## src/rtl/pattern_pkg.sv

```systemverilog
// Shared definitions for the pattern serializer: default sizes, state encoding
// and the pattern-length clamp.
package pattern_pkg;

    localparam int DEF_DATA_W     = 8;
    localparam int DEF_LEN_W      = 4;
    localparam int DEF_REP_W      = 3;
    localparam int DEF_GAP_CYCLES = 2;

    typedef enum logic [1:0] {
        IDLE  = 2'd0,
        SHIFT = 2'd1,
        GAP   = 2'd2,
        ZERO  = 2'd3
    } state_e;

    // Requests longer than the data register are trimmed to the full register.
    function automatic int clamp_len(input int len, input int max_len);
        return (len > max_len) ? max_len : len;
    endfunction

endpackage

```

## src/rtl/pattern_shift_reg.sv

```systemverilog
// Loadable MSB-first shift register with a bits-remaining counter. It keeps a
// copy of the pattern so that later repetitions can be replayed.
module pattern_shift_reg
    import pattern_pkg::*;
#(
    parameter int DATA_W = DEF_DATA_W,
    parameter int LEN_W  = DEF_LEN_W
) (
    input  logic              clk,
    input  logic              reset,
    input  logic              load,
    input  logic              reload,
    input  logic              advance,
    input  logic [DATA_W-1:0] load_data,
    input  logic [LEN_W-1:0]  load_len,
    output logic              last,
    output logic              next_bit,
    output logic              next_last
);

    logic [DATA_W-1:0] pat_q, pat_d;
    logic [DATA_W-1:0] shift_q, shift_d;
    logic [DATA_W-1:0] aligned;
    logic [LEN_W-1:0]  len_q, len_d;
    logic [LEN_W-1:0]  cnt_q, cnt_d;

    // The pattern is left-aligned so the bit on the line is always the top bit.
    always_comb begin
        aligned = load_data << (DATA_W - int'(load_len));
        pat_d   = pat_q;
        len_d   = len_q;
        shift_d = shift_q;
        cnt_d   = cnt_q;
        if (load) begin
            pat_d   = aligned;
            len_d   = load_len;
            shift_d = aligned;
            cnt_d   = load_len;
        end else if (reload) begin
            shift_d = pat_q;
            cnt_d   = len_q;
        end else if (advance) begin
            shift_d = shift_q << 1;
            cnt_d   = cnt_q - 1'b1;
        end
    end

    always_ff @(posedge clk or negedge reset) begin
        if (!reset) begin
            pat_q   <= '0;
            len_q   <= '0;
            shift_q <= '0;
            cnt_q   <= '0;
        end else begin
            pat_q   <= pat_d;
            len_q   <= len_d;
            shift_q <= shift_d;
            cnt_q   <= cnt_d;
        end
    end

    assign last      = (cnt_q == LEN_W'(1));
    assign next_last = (cnt_d == LEN_W'(1));
    assign next_bit  = shift_d[DATA_W-1];

endmodule

```

## src/rtl/pattern_serializer.sv

```systemverilog
// Serializes a programmable-length pattern MSB-first with optional repeats
// separated by idle gap cycles. All outputs except pat_ready are registered.
module pattern_serializer
    import pattern_pkg::*;
#(
    parameter int DATA_W     = DEF_DATA_W,
    parameter int LEN_W      = DEF_LEN_W,
    parameter int REP_W      = DEF_REP_W,
    parameter int GAP_CYCLES = DEF_GAP_CYCLES
) (
    input  logic              clk,
    input  logic              reset,
    input  logic              pat_valid,
    output logic              pat_ready,
    input  logic [DATA_W-1:0] pat_data,
    input  logic [LEN_W-1:0]  pat_len,
    input  logic [REP_W-1:0]  pat_rep,
    output logic              ser_out,
    output logic              ser_valid,
    output logic              ser_last,
    output logic              busy,
    output logic              done
);

    localparam int GAP_W = (GAP_CYCLES > 1) ? $clog2(GAP_CYCLES) : 1;
    localparam logic [GAP_W-1:0] GAP_LOAD = GAP_W'((GAP_CYCLES > 0) ? GAP_CYCLES - 1 : 0);

    state_e            state_q, state_d;
    logic [REP_W-1:0]  rep_q, rep_d;
    logic [GAP_W-1:0]  gap_q, gap_d;
    logic              ser_out_q, ser_out_d;
    logic              ser_valid_q, ser_valid_d;
    logic              ser_last_q, ser_last_d;
    logic              busy_q, busy_d;
    logic              done_q, done_d;
    logic              sr_load, sr_reload, sr_advance;
    logic              sr_last, sr_next_bit, sr_next_last;
    logic [LEN_W-1:0]  len_clamped;
    logic              accept;

    assign len_clamped = LEN_W'(clamp_len(int'(pat_len), DATA_W));
    assign pat_ready   = (state_q == IDLE);
    assign accept      = pat_valid && pat_ready;

    pattern_shift_reg #(
        .DATA_W (DATA_W),
        .LEN_W  (LEN_W)
    ) u_shift (
        .clk       (clk),
        .reset     (reset),
        .load      (sr_load),
        .reload    (sr_reload),
        .advance   (sr_advance),
        .load_data (pat_data),
        .load_len  (len_clamped),
        .last      (sr_last),
        .next_bit  (sr_next_bit),
        .next_last (sr_next_last)
    );

    // Outputs are decoded from the next state so they line up with the
    // shift-register contents they describe.
    always_comb begin
        state_d    = state_q;
        rep_d      = rep_q;
        gap_d      = gap_q;
        sr_load    = 1'b0;
        sr_reload  = 1'b0;
        sr_advance = 1'b0;
        case (state_q)
            IDLE: begin
                if (accept) begin
                    rep_d = pat_rep;
                    if (len_clamped == '0) begin
                        state_d = ZERO;
                    end else begin
                        state_d = SHIFT;
                        sr_load = 1'b1;
                    end
                end
            end
            SHIFT: begin
                if (!sr_last) begin
                    sr_advance = 1'b1;
                end else if (rep_q != '0) begin
                    if (GAP_CYCLES == 0) begin
                        sr_reload = 1'b1;
                        rep_d     = rep_q - 1'b1;
                    end else begin
                        state_d = GAP;
                        gap_d   = GAP_LOAD;
                    end
                end else begin
                    state_d = IDLE;
                end
            end
            GAP: begin
                if (gap_q == '0) begin
                    state_d   = SHIFT;
                    sr_reload = 1'b1;
                    rep_d     = rep_q - 1'b1;
                end else begin
                    gap_d = gap_q - 1'b1;
                end
            end
            ZERO:    state_d = IDLE;
            default: state_d = IDLE;
        endcase

        ser_valid_d = (state_d == SHIFT);
        ser_out_d   = ser_valid_d && sr_next_bit;
        ser_last_d  = ser_valid_d && sr_next_last && (rep_d == '0);
        done_d      = ser_last_d || (state_d == ZERO);
        busy_d      = (state_d != IDLE);
    end

    always_ff @(posedge clk or negedge reset) begin
        if (!reset) begin
            state_q     <= IDLE;
            rep_q       <= '0;
            gap_q       <= '0;
            ser_out_q   <= 1'b0;
            ser_valid_q <= 1'b0;
            ser_last_q  <= 1'b0;
            busy_q      <= 1'b0;
            done_q      <= 1'b0;
        end else begin
            state_q     <= state_d;
            rep_q       <= rep_d;
            gap_q       <= gap_d;
            ser_out_q   <= ser_out_d;
            ser_valid_q <= ser_valid_d;
            ser_last_q  <= ser_last_d;
            busy_q      <= busy_d;
            done_q      <= done_d;
        end
    end

    assign ser_out   = ser_out_q;
    assign ser_valid = ser_valid_q;
    assign ser_last  = ser_last_q;
    assign busy      = busy_q;
    assign done      = done_q;

endmodule

```

## config.mk

```make
export PLATFORM = sky130hd
export DESIGN_NAME = pattern_serializer
export DESIGN_NICKNAME = d
export VERILOG_FILES = /design/src/rtl/pattern_pkg.sv /design/src/rtl/pattern_shift_reg.sv /design/src/rtl/pattern_serializer.sv
export SDC_FILE = /design/constraint.sdc
export NUM_CORES = 1
export LEC_CHECK = 0
export ABC_CLOCK_PERIOD_IN_PS = 2100
export CAP_MARGIN = 20
export CORE_UTILIZATION = 30
export CTS_CLUSTER_DIAMETER = 50
export CTS_CLUSTER_SIZE = 14
export DETAILED_ROUTE_END_ITERATION = 10
export GPL_TIMING_DRIVEN = 0
export PLACE_DENSITY = 0.56
export RECOVER_POWER = 50
export SYNTH_ARGS = -nofsm -noshare
export SYNTH_HDL_FRONTEND = slang
export SYNTH_SLANG_ARGS = --single-unit
```

## constraint.sdc

```tcl
create_clock -name clk -period 2.1 [get_ports clk]
set_input_delay 0.42 -clock clk [delete_from_list [all_inputs] [get_ports clk]]
set_output_delay 0.42 -clock clk [all_outputs]
set_load 0.01 [all_outputs]
```

# Word-level counts from Yosys, hierarchy flattened
# Cells that the tools add are included.
[op_classes]
n_shift = 1
n_mux = 27
n_lt_le_gt_ge = 1
eq_ne = 9
n_reduce_logical = 13
add_sub_neg = 4
[ops]
columns = ["op", "count"]
rows = [
  ["$shl 8x32->8", 1],
  ["$mux 8", 3],
  ["$mux 4", 4],
  ["$mux 1", 10],
  ["$mux 2", 5],
  ["$eq 4x1->1 const B", 2],
  ["$pmux 2 s4", 1],
  ["$eq 2x2->1 const B", 3],
  ["$mux 3", 2],
  ["$pmux 3 s2", 1],
  ["$reduce_bool 3->1", 2],
  ["$sub 4x4->5 const A", 1],
  ["$eq 2x1->1 const B", 2],
  ["$gt 4x4->1 const B", 1],
  ["$logic_and 1x1->1", 4],
  ["$logic_not 4->1", 1],
  ["$ne 2x2->1 const B", 2],
  ["$reduce_bool 2->1", 2],
  ["$sub 4x1->4 const B", 1],
  ["$logic_not 3->1", 1],
  ["$reduce_and 3->1", 1],
  ["$sub 3x1->3 const B", 1],
  ["$logic_not 2->1", 1],
  ["$pmux 1 s2", 1],
  ["2 further kinds", 2],
]
[totals]
out_inout_bits = 6
register_bits = 35
in_bits = 18
wordCells = 68

# Logic depth before layout (Yosys ltp)
# Gate-level depths: netlist of run 1.
[logic_depth]
ltp_word = 11
ltp_mapped = 11
ltp_nobuf = 9

# By module
# A second synthesis of run 1 with hierarchy kept.
[hier_totals]
hier_cells = 226
area_unflattened_um2 = 2154.6
[by_module_without_submodules]
columns = ["module", "seq_area_each_um2", "n_inst", "area_per_inst_um2", "cells_per_inst"]
rows = [
  ["pattern_shift_reg", 600.6, 1, 1557.7, 169],
  ["pattern_serializer", 275.3, 1, 596.8, 57],
]

# Worst setup path after synthesis of run 1
# No wires, ideal clock.
[synth_timing]
kind = "in2reg"
start = "input port pat_len[0]"
end = "register done_q (netlist: done)"
setup_ns = 0.095
required_time_ns = 2.005
slack_ns = -0.671
arrival_time_ns = 2.675
cell_stages = 11
n_path_buf = 2
cell_sequence = "nor2b_1 > clkbuf_1 > inv_1 > ha_1 > nor3b_1 > nand2_1 > and3_1 > buf_2 > or4b_1 > or3_1 > o31ai_1"
[synth_via]
word_cells_on_any_way = 16
classes_between = "1 x order compare; 3 x eq/ne; 8 x mux; 4 x reduce/logical"
[synth_lines]
columns = ["element", "line", "rtl"]
rows = [
  ["start, declared", "pattern_serializer.sv:16", "input logic [LEN_W-1:0] pat_len,"],
  ["$gt 4x4->1", "pattern_pkg.sv:19", "return (len > max_len) ? max_len : len;"],
  ["$mux 4 (*)", "pattern_pkg.sv:19", ""],
  ["$logic_not 4->1 (*)", "pattern_serializer.sv:74", "if (len_clamped == '0) begin"],
  ["$mux 2 (*)", "pattern_serializer.sv:74", ""],
  ["$mux 2 (*)", "pattern_serializer.sv:72", "if (accept) begin"],
  ["$pmux 2 s4 (*)", "pattern_serializer.sv:70", "case (state_q)"],
  ["$eq 2x1->1 (*)", "pattern_serializer.sv:110", "ser_valid_d = (state_d == SHIFT);"],
  ["named net ser_valid_d", "pattern_serializer.sv:32", "logic ser_valid_q, ser_valid_d;"],
  ["$logic_and 1x1->1 (*) (2 in series)", "pattern_serializer.sv:112", "ser_last_d = ser_valid_d && sr_next_last && (rep_d == '0);"],
  ["$logic_or 1x1->1 (*)", "pattern_serializer.sv:113", "done_d = ser_last_d || (state_d == ZERO);"],
  ["named net done_d", "pattern_serializer.sv:35", "logic done_q, done_d;"],
  ["end signal, assigned", "pattern_serializer.sv:135", "done_q <= done_d;"],
  ["end, declared", "pattern_serializer.sv:35", ""],
]
# Mark *: on every way through the listed nets, which the timed path passes. The rest lies on a longest branch.
# A chain may end at the register's enable or synchronous reset.

# Worst setup path after layout of run 1
[layout_timing]
start = "register state_q[0]"
end = "register done_q (netlist: done)"
[layout_via]
elab_chain_cells = 9
word_cells_on_any_way = 25
classes_between = "6 x eq/ne; 13 x mux; 6 x reduce/logical"
[layout_rtl]
columns = ["element", "line", "rtl"]
rows = [
  ["start, declared", "pattern_serializer.sv:28", "state_e state_q, state_d;"],
  ["start signal, assigned", "pattern_serializer.sv:128", "state_q <= state_d;"],
  ["$eq 2x1->1 / $logic_not 2->1 (equally long branches)", "pattern_serializer.sv:70, pattern_serializer.sv:42", ""],
  ["$mux 1 / $logic_and 1x1->1 (equally long branches)", "pattern_serializer.sv:70, pattern_serializer.sv:43", ""],
  ["$mux 4 / $mux 1 (equally long branches)", "pattern_shift_reg.sv:42, pattern_serializer.sv:72", ""],
  ["$mux 4 / $mux 1 (equally long branches)", "pattern_shift_reg.sv:39, pattern_serializer.sv:70", ""],
  ["$mux 4 (*)", "pattern_shift_reg.sv:34", "if (load) begin"],
  ["named net u_shift.cnt_d[3]", "pattern_shift_reg.sv:25", "logic [LEN_W-1:0] cnt_q, cnt_d;"],
  ["$eq 4x1->1 (*)", "pattern_shift_reg.sv:63", "assign next_last = (cnt_d == LEN_W'(1));"],
  ["$logic_and 1x1->1 (*) (2 in series)", "pattern_serializer.sv:112", ""],
  ["$logic_or 1x1->1 (*)", "pattern_serializer.sv:113", ""],
  ["named net done_d", "pattern_serializer.sv:35", ""],
]
# Marks and branches as above.

==> flow_metrics.py, run 1 <==
metrics = {
    "setup_path": {
        "crit_required_ns": 2.30,
        "critPathKind": "reg -> reg",
        "crit_fanout": 7,
        "critPathCaptureType": "flop",
        "rr_worst_depth": 6,
        "cp.arrival_ns": 2.61,
        "cp-start-kind": "flop",
    },
    "sta": {
        "slew_headroom_pct": 40.4,
        "tns_ns": -0.531,
        "whs_ns": 0.254,
        "period_share_pct": 115,
        "setup_viol": 2,
        "fin_skew_ns": 0.00608,
        "setup_slack_ns": -0.306,
        "rsz0062_at_grt": "yes",
        "max_freq_ghz": 0.416,
        "period_needed_ns": 2.41,
        "hold_viol_final": 0,
        "report.final.slew_viol_count": 0,
        "tightest_slew_ns": 0.894,
    },
    "pwr": {
        "pwr_density_cell_nw_per_um2": 1360,
        "p_total_w": 0.00366,
        "leakagePower_nw": 1.21,
        "ir_drop_uv": 662,
    },
    "clocking": {
        "clk_pin_slew_ns": 0.07,
        "tritoncts": "yes",
        "clock_path_buffers": 2,
        "hold_buffers": 0,
        "h-tree-depth": 2,
        "cts_inserted_buffers": 5,
        "clk_latency_ns": 0.28,
        "clockRootBuffer": "clkbuf_8",
        "cts_sinks": 35,
    },
    "synthesis": {
        "ys_seq_area_share_pct": 43.3,
        "yosysTopAreaCell": "dfrtp_1",
        "synthFlopType": "dfrtp_1",
        "yosysUniqueCellTypes": 44,
        "yosys-top-cells-count": "35 x dfrtp_1, 27 x nand2_1, 15 x nor2_1",
        "synth_area_leaders": "dfrtp_1 43%, nand2_1 5.0%, mux2i_1 3.5%",
        "async_reset_ff_share_pct": 100,
        "ys_seq_elements": 35,
        "syn_avg_cell_area_um2": 9.06,
        "synth_cells": 223,
        "syn_area_um2": 2020,
        "synth.top_cell.area_share_pct": 43.3,
        "synth_most_common_cell": "dfrtp_1",
        "synth_nets": 246,
        "synth-edff-count": 0,
        "synth_warnings": 0,
    },
    "floorplanning": {
        "die_h_um": 84.1,
        "start_util_pct": 31.5,
        "rows": 29,
        "pin_count": 24,
        "die_x_um": 84.1,
        "coreArea_um2": 6420,
        "die_area_um2": 7070,
    },
    "finish": {
        "finalNetCount": 286,
        "drive_above_1_share_pct": 25.0,
        "area_growth_syn_to_layout_pct": 33.0,
        "n_antenna_cell": 0,
    },
    "routing": {
        "num_vias": 1764,
        "drc_errors": 2,
        "wl_per_cell_um": 14.9,
        "antenna_left": 0,
        "drt_wl_total_mm": 5.07,
        "first_iter_violations": 58,
        "via_per_inst": 5.17,
        "drtPass1Iterations": 7,
    },
    "global_routing": {
        "met2_usage_pct": 25.9,
        "antenna_found_initial": 0,
        "grt_util_met3_pct": 3.07,
        "grt-ovfl-total": 0,
        "use_met1_pct": 18.9,
        "grt_max_degree": 36,
        "busiest_layer": "met2",
        "grt.total_usage_pct": 15.1,
        "grt_pass1_wl_mm": 8.31,
        "grt_pass1_vias": 1733,
    },
    "outcome": {
        "violations": "DRC, setup timing",
        "outcome": "complete, but fails checks",
    },
    "placement": {
        "gp_congestion": 0.781,
        "port_buffers": 23,
        "post-place-ws_ns": -1.26,
        "dpl.hpwl_mm": 3.55,
    },
    "min_path": {
        "worstHoldPathType": "in -> async",
    },
    "job": {
        "cap_violations": 0,
    },
}
-- worst paths after layout --
path	endpoint	slack, ns	from
min	u_shift.pat_q[7]	0.25	reset
max reg2reg	done	-0.31	state_q[0]
max in group asynchronous	u_shift.cnt_q[2]	1.23	reset
max	done	-0.31	state_q[0]
min in group clk	u_shift.pat_q[0]	0.48	u_shift.pat_q[0]
min reg2reg	u_shift.pat_q[0]	0.48	u_shift.pat_q[0]
-- through the flow --
stage | utilization [%] | instances | area (um2)
after floorplan | - | 223 | 2090
after global placement | 37.6 | 323 | 2410
after detailed placement | 37.5 | 323 | 2410
after CTS | 40.2 | 336 | 2580
after global routing | 41.8 | 341 | 2690
final | 41.8 | 341 | 2690
-- logic make-up (layout without fill, tap and decap cells) --
family          Yosys count  in the layout  share of synthesized area [%]
buf+inv                  21             62                           4.46
xor+xnor                  2              2                          0.867
flops                    35             35                           43.3
simple gates             89             89                           22.6
compound gates           62             62                           21.1
fa+ha+maj                 5              5                           3.10
mux                       9              9                           4.58
-- where the power goes --
| group | leakage [nW] | switching (W) | total, W | internal, W |
|---|---|---|---|---|
| combinational | 0.736 | 0.000999 | 0.00198 | 0.000977 |
| sequential | 0.433 | 0.000224 | 0.00122 | 0.000992 |
| clock | 0.0422 | 0.000237 | 0.000469 | 0.000233 |
| total | 1.21 | 0.00146 | 0.00366 | 0.00220 |
-- cell type report --
| cell class | count | area, um2 |
|---|---|---|
| Buffer | 9 | 68.8 |
| Clock buffer | 7 | 76.3 |
| Clock inverter | 1 | 5.00 |
| Fill cell | 642 | 3730 |
| Inverter | 9 | 36.3 |
| Multi-Input combinational cell | 167 | 1210 |
| Sequential cell | 35 | 882 |
| Tap cell | 77 | 96.3 |
| Timing Repair Buffer | 36 | 314 |
-- state kept, by name, summed over array words and instances (netlist names) --
name / count
gap_q: 1
u_shift.shift_q: 8
busy: 1
u_shift.cnt_q: 4
u_shift.pat_q: 8
done: 1
rep_q: 3
u_shift.len_q: 4
state_q: 2
ser_valid: 1
ser_last: 1
ser_out: 1
-- cell usage in the layout, fill, tap and decap left out, types with 2 or more instances in the layout --
| master | Yosys | layout |
|---|---|---|
| o22ai_1 | 7 | 6 |
| inv_1 | 9 | 8 |
| buf_4 | 0 | 16 |
| and2_1 | 3 | 3 |
| nor2_1 | 15 | 13 |
| nand2b_4 | 0 | 2 |
| mux2i_1 | 7 | 7 |
| buf_2 | 3 | 3 |
| dfrtp_2 | 0 | 5 |
| o221ai_1 | 3 | 3 |
| nor4_1 | 2 | 2 |
| ha_1 | 5 | 3 |
| a21oi_1 | 10 | 9 |
| a31oi_1 | 3 | 3 |
| o22a_1 | 4 | 4 |
| or3b_4 | 0 | 3 |
| or2_2 | 3 | 3 |
| clkbuf_8 | 0 | 7 |
| clkdlybuf4s50_1 | 0 | 17 |
| nand2b_1 | 7 | 5 |
| nor3b_1 | 6 | 4 |
| nand3_1 | 8 | 8 |
| o211ai_1 | 5 | 5 |
| nor3_1 | 5 | 4 |
| a21o_1 | 6 | 6 |
| clkbuf_1 | 7 | 4 |
| dfrtp_1 | 35 | 30 |
| nor2_2 | 0 | 2 |
| o21ai_0 | 13 | 12 |
| nor3b_4 | 0 | 2 |
| clkbuf_2 | 0 | 2 |
| o31ai_4 | 0 | 2 |
| mux2_2 | 2 | 2 |
| nor2b_1 | 4 | 3 |
| nand2_1 | 27 | 26 |
-- per-layer routing --
metal | wire length [um] | part of all wire [%]
met5 | 0 | 0
met4 | 58 | 1.1
met3 | 130 | 2.6
met2 | 2570 | 51
met1 | 2320 | 46
-- worst max-delay path, stage by stage (launching register included) --
cell,delay [ns]
dfrtp_2,0.45
or3b_4,0.42
o31ai_4,0.19
a32oi_2,0.15
or4b_4,0.53
or3_4,0.41
o31ai_4,0.18
-- repair_timing --
item,4_1_cts,5_1_grt
endpoints found under the setup margin,29,16
resized for setup,30,24
pin swaps,4,7
buffers inserted,8,5
Power figures use the tool's default switching activity.
==> inputs of run 2 (changes only) <==
--- a/config.mk
+++ b/config.mk
@@ -7,13 +7,14 @@
 export LEC_CHECK = 0
 export ABC_CLOCK_PERIOD_IN_PS = 2100
 export CAP_MARGIN = 20
-export CORE_UTILIZATION = 30
+export CORE_UTILIZATION = 50
 export CTS_CLUSTER_DIAMETER = 50
 export CTS_CLUSTER_SIZE = 14
 export DETAILED_ROUTE_END_ITERATION = 10
 export GPL_TIMING_DRIVEN = 0
-export PLACE_DENSITY = 0.56
+export PLACE_DENSITY = 0.81
 export RECOVER_POWER = 50
 export SYNTH_ARGS = -nofsm -noshare
 export SYNTH_HDL_FRONTEND = slang
 export SYNTH_SLANG_ARGS = --single-unit
+export TNS_END_PERCENT = 5
==> flow_metrics.py, run 2 (synthesized netlist as in run 1, its figures left out) <==
metrics = {
    "clocking": {
        "clk_latency_ns": 0.29,
        "h-tree-depth": 2,
        "clockRootBuffer": "clkbuf_8",
        "cts_sinks": 35,
        "hold_buffers": 0,
        "cts_inserted_buffers": 5,
        "tritoncts": "yes",
        "clk_pin_slew_ns": 0.07,
        "clock_path_buffers": 2,
    },
    "sta": {
        "rsz0062_at_grt": "yes",
        "setup_slack_ns": -0.277,
        "hold_viol_final": 0,
        "setup_viol": 4,
        "report.final.slew_viol_count": 0,
        "tightest_slew_ns": 0.866,
        "period_needed_ns": 2.38,
        "fin_skew_ns": 0.00662,
        "max_freq_ghz": 0.421,
        "slew_headroom_pct": 42.2,
        "period_share_pct": 113,
    },
    "floorplanning": {
        "die_area_um2": 4300,
        "rows": 22,
        "start_util_pct": 53.6,
        "coreArea_um2": 3770,
        "die_x_um": 65.6,
        "die_h_um": 65.6,
        "pin_count": 24,
    },
    "finish": {
        "final_cell_mix": "32 x dfrtp_1, 26 x nand2_1, 18 x clkdlybuf4s50_1, 18 x buf_4, 14 x nor2_1",
        "n_antenna_cell": 0,
        "top_regs": "u_shift.pat_q x8, u_shift.shift_q x8",
        "area_growth_syn_to_layout_pct": 35.8,
        "drive_above_1_share_pct": 25.3,
        "final_cells": 317,
        "stdcell_area_um2": 2740,
        "final_common_cell": "dfrtp_1",
        "finalNetCount": 291,
    },
    "global_routing": {
        "grt.total_usage_pct": 25.4,
        "grt_pass1_wl_mm": 8.09,
        "grt_max_degree": 36,
        "antenna_found_initial": 0,
        "grt_pass1_vias": 1743,
        "grt-ovfl-total": 0,
    },
    "pwr": {
        "pwr_density_cell_nw_per_um2": 1420,
        "seq_power_share_pct": 30.6,
        "netSwitchingPower_w": 0.00148,
        "leakagePower_nw": 1.25,
        "p_clk_share_pct": 18.6,
        "ir_drop_uv": 930,
        "internal_power_w": 0.00242,
        "swShare_pct": 38.0,
        "p_comb_share_pct": 50.8,
    },
    "placement": {
        "port_buffers": 23,
        "placedCellCount": 294,
        "place_area_um2": 2340,
        "gp_congestion": 0.825,
        "dpl.hpwl_mm": 3.12,
        "post-place-ws_ns": -1.29,
    },
    "job": {
        "cap_violations": 0,
    },
    "routing": {
        "wl_per_cell_um": 15.5,
        "antenna_left": 0,
        "drt_wl_total_mm": 4.90,
        "drtPass1Iterations": 4,
        "via_per_inst": 5.74,
        "drc_errors": 0,
        "num_vias": 1819,
        "first_iter_violations": 89,
    },
    "setup_path": {
        "cp-start-kind": "flop",
        "critPathCaptureType": "flop",
        "cp.arrival_ns": 2.58,
        "critPathKind": "reg -> reg",
        "crit_required_ns": 2.31,
        "crit_fanout": 6,
    },
    "outcome": {
        "violations": "setup timing",
        "outcome": "complete, but fails checks",
    },
    "min_path": {
        "worstHoldPathType": "in -> async",
    },
}
run 2: changes by cell type in the layout (fill, tap and decap cells not counted), sizes merged:
cell,before,now
clkinv,1,0
dlymetal6s2s,1,0
clkdlybuf4s15,0,1
bufinv,0,2
clkinvlp,0,1
clkbuf,13,15
clkdlybuf4s50,17,18
run 2: timing repair:
action	4_1_cts	5_1_grt
resized for setup	33	21
setup buffers	17	0
pin swaps	10	6
setup endpoints to repair	31	25
run 2: worst paths after layout:
check,start,endpoint,slack [ns],depth (start not counted)
hold reg to reg,u_shift.len_q[0],u_shift.len_q[0],0.48,2
max in group asynchronous,reset,state_q[0],1.29,1
hold / removal,reset,rep_q[2],0.23,1
setup reg to reg,state_q[1],done,-0.28,6
min in group clk,u_shift.len_q[0],u_shift.len_q[0],0.48,2
setup / recovery,state_q[1],done,-0.28,6
run 2: critical path: stages, from the launching register on:
cell     delay, ns
dfrtp_2       0.45
or3b_4        0.43
o31ai_4       0.19
a32oi_2       0.14
or4b_1        0.47
or3_4         0.43
o31ai_4       0.18
run 2: cell type report:
type                            instances  area, um2
Fill cell                             267       1030
Tap cell                               48       60.1
Buffer                                 10       73.8
Clock inverter                          3       67.6
Inverter                                9       36.3
Sequential cell                        35        880
Multi-Input combinational cell        167       1210
Clock buffer                            5       68.8
Timing Repair Buffer                   40        350
run 2: per-layer routing:
layer	global-route usage, %	share of wire [%]	vias up
li1	-	-	892
met5	0	0	-
met4	7.34	3.2	0
met2	43.0	50	46
met1	31.9	43	866
met3	6.08	3.8	15
run 2: power groups by stage:
| stage | Clock, W | Combinational, W | Sequential, W |
|---|---|---|---|
| 3_3_place_gp | 0 | 0.00158 | 0.00116 |
| 2_1_floorplan | 0 | 0.00119 | 0.00115 |
| 5_1_grt | 0.000768 | 0.00218 | 0.00122 |
| 3_5_place_dp | 0 | 0.00160 | 0.00117 |
| 4_1_cts | 0.000731 | 0.00183 | 0.00117 |
| 6_report | 0.000727 | 0.00198 | 0.00119 |
run 2: stage by stage:
| step | hold slack (ns) | utilization (%) | total power (W) | TNS (ns) |
|---|---|---|---|---|
| floorplan | 0.124 | - | 0.00234 | -2.64 |
| global placement | 0.457 | 62.1 | 0.00274 | -33.37 |
| detailed placement | 0.463 | 61.9 | 0.00277 | -28.81 |
| CTS | 0.221 | 70.3 | 0.00372 | -0.928 |
| global route | 0.312 | 72.8 | 0.00418 | -1.60 |
| finish | 0.227 | 72.8 | 0.00390 | -0.586 |
==> inputs of run 3 (changes only) <==
--- a/config.mk
+++ b/config.mk
@@ -11,7 +11,6 @@
 export CTS_CLUSTER_DIAMETER = 50
 export CTS_CLUSTER_SIZE = 14
 export DETAILED_ROUTE_END_ITERATION = 10
-export GPL_TIMING_DRIVEN = 0
 export PLACE_DENSITY = 0.81
 export RECOVER_POWER = 50
 export SYNTH_ARGS = -nofsm -noshare
==> flow_metrics.py, run 3 (synthesized netlist as in run 1, its figures left out) <==
metrics = {
    "outcome": {
        "outcome": "complete, but fails checks",
        "violations": "setup timing",
    },
    "pwr": {
        "ir_drop_uv": 928,
        "leakagePower_nw": 1.34,
        "pwr_density_cell_nw_per_um2": 1370,
    },
    "setup_path": {
        "cp-start-kind": "flop",
        "crit_fanout": 7,
        "critPathCaptureType": "flop",
        "rr_worst_depth": 6,
        "cp.arrival_ns": 2.60,
        "critPathLaunch": "state_q[1]",
        "crit-reg2reg-launch": "state_q[1]",
        "crit_required_ns": 2.31,
        "regToRegEndpoint": "done",
        "critPathKind": "reg -> reg",
        "reg2reg_slack_ns": -0.29,
    },
    "sta": {
        "fin_skew_ns": 0.00223,
        "tns_ns": -0.688,
        "rsz0062_at_grt": "yes",
        "slew_headroom_pct": 42.5,
        "setup_slack_ns": -0.289,
        "tightest_slew_ns": 0.863,
        "period_needed_ns": 2.39,
        "setup_viol": 8,
        "max_freq_ghz": 0.419,
        "hold_viol_final": 0,
        "period_share_pct": 114,
        "report.final.slew_viol_count": 0,
    },
    "finish": {
        "area_growth_syn_to_layout_pct": 39.8,
        "finalNetCount": 316,
        "n_antenna_cell": 0,
        "drive_above_1_share_pct": 28.6,
        "nFillCells": 267,
        "final_cell_mix": "50 x buf_4, 33 x dfrtp_1, 27 x nand2_1",
        "stdcell_area_um2": 2830,
        "top_regs": "u_shift.pat_q x8, u_shift.shift_q x8",
        "final_cells": 342,
        "final_common_cell": "buf_4",
    },
    "routing": {
        "wl_per_cell_um": 15.0,
        "first_iter_violations": 76,
        "drc_errors": 0,
        "via_per_inst": 5.56,
        "num_vias": 1903,
        "drtPass1Iterations": 4,
        "antenna_left": 0,
        "drt_wl_total_mm": 5.13,
    },
    "global_routing": {
        "antenna_found_initial": 0,
        "grt_pass1_vias": 1991,
        "grt_pass1_wl_mm": 8.81,
        "grt.total_usage_pct": 27.2,
        "grt-ovfl-total": 0,
        "grt_max_degree": 36,
    },
    "clocking": {
        "clk_latency_ns": 0.29,
        "clockRootBuffer": "clkbuf_8",
        "tritoncts": "yes",
        "h-tree-depth": 2,
        "clock_path_buffers": 2,
        "cts_sinks": 35,
        "clk_pin_slew_ns": 0.07,
        "cts_inserted_buffers": 5,
    },
    "floorplanning": {
        "rows": 22,
        "pin_count": 24,
        "start_util_pct": 53.6,
        "die_area_um2": 4300,
        "coreArea_um2": 3770,
        "die_h_um": 65.6,
        "die_x_um": 65.6,
    },
    "placement": {
        "place_area_um2": 2630,
        "placedCellCount": 329,
        "gp_congestion": 0.864,
        "port_buffers": 23,
        "dpl.hpwl_mm": 3.78,
    },
    "min_path": {
        "worstHoldPathCells": 1,
        "min-delay-start": "u_shift.pat_q[1]",
        "worstHoldPathType": "reg -> reg",
        "hold_path_end": "u_shift.pat_q[1]",
    },
    "job": {
        "cap_violations": 0,
    },
}
-- run 3: cell types whose count changed in the layout (fill, tap and decap cells not counted), moves of 2 or more --
cell / before / now
buf_4: 18 / 50
nor3b_1: 3 / 5
clkbuf_8: 7 / 5
nor3b_4: 2 / 0
clkinv_4: 0 / 2
clkbuf_2: 5 / 1
clkbuf_1: 2 / 0
dlygate4sd2_1: 1 / 4
bufinv_16: 2 / 0
-- run 3: per-layer routing --
layer | global-route usage (%) | vias up | share of wire (%)
li1 | - | 942 | -
met1 | 30.5 | 908 | 41
met2 | 50.4 | 37 | 53
met3 | 5.21 | 16 | 3.2
met4 | 10.1 | 0 | 3.3
met5 | 0 | - | 0
-- run 3: how the worst max path moves through the flow --
stage	endpoint	slack, ns	depth (start not counted)
3_3_place_gp	done	-0.74	10
3_5_place_dp	done	-0.83	10
6_report	done	-0.29	6
5_1_grt	done	-0.34	6
2_1_floorplan	done	-0.36	11
4_1_cts	done	-0.34	6
-- run 3: layout make-up --
class	instances	area (um2)	share of cell area, %
Multi-Input combinational cell	167	1140	40.4
Sequential cell	35	878	31.1
Timing Repair Buffer	75	617	21.8
Clock buffer	5	68.8	2.44
Tap cell	48	60.1	2.13
Inverter	9	33.8	1.20
Clock inverter	3	25.0	0.886
-- run 3: critical path, stage by stage, from the launching register on --
cell and delay (ns):
dfrtp_2 0.46, or3b_4 0.44, o31ai_4 0.19, a32oi_1 0.16, or4b_4 0.53, or3_4 0.36
o31ai_4 0.17
-- run 3: through the flow --
| step | hold slack (ns) | total power, W | utilization (%) | setup slack (ns) |
|---|---|---|---|---|
| 2_1_floorplan | 0.124 | 0.00234 | - | -0.364 |
| 3_3_place_gp | 0.453 | 0.00303 | 69.7 | -0.736 |
| 3_5_place_dp | 0.465 | 0.00311 | 69.7 | -0.828 |
| 4_1_cts | 0.484 | 0.00370 | 73.2 | -0.339 |
| 5_1_grt | 0.490 | 0.00417 | 74.9 | -0.336 |
| 6_report | 0.480 | 0.00386 | 74.9 | -0.289 |
-- run 3: timing repair --
action                     CTS  global route
pin swaps                    7             9
gates resized for setup     12             9
hold buffers                 0             0
hold endpoints to repair     0             0
buffers inserted             2             3
setup endpoints to repair   19            13
-- run 3: report_power, final --
part	internal [W]	switching, W	leakage, nW
sequential	0.000986	0.000200	0.436
clock	0.000237	0.000265	0.0443
combinational	0.00112	0.00105	0.860
total	0.00235	0.00151	1.34
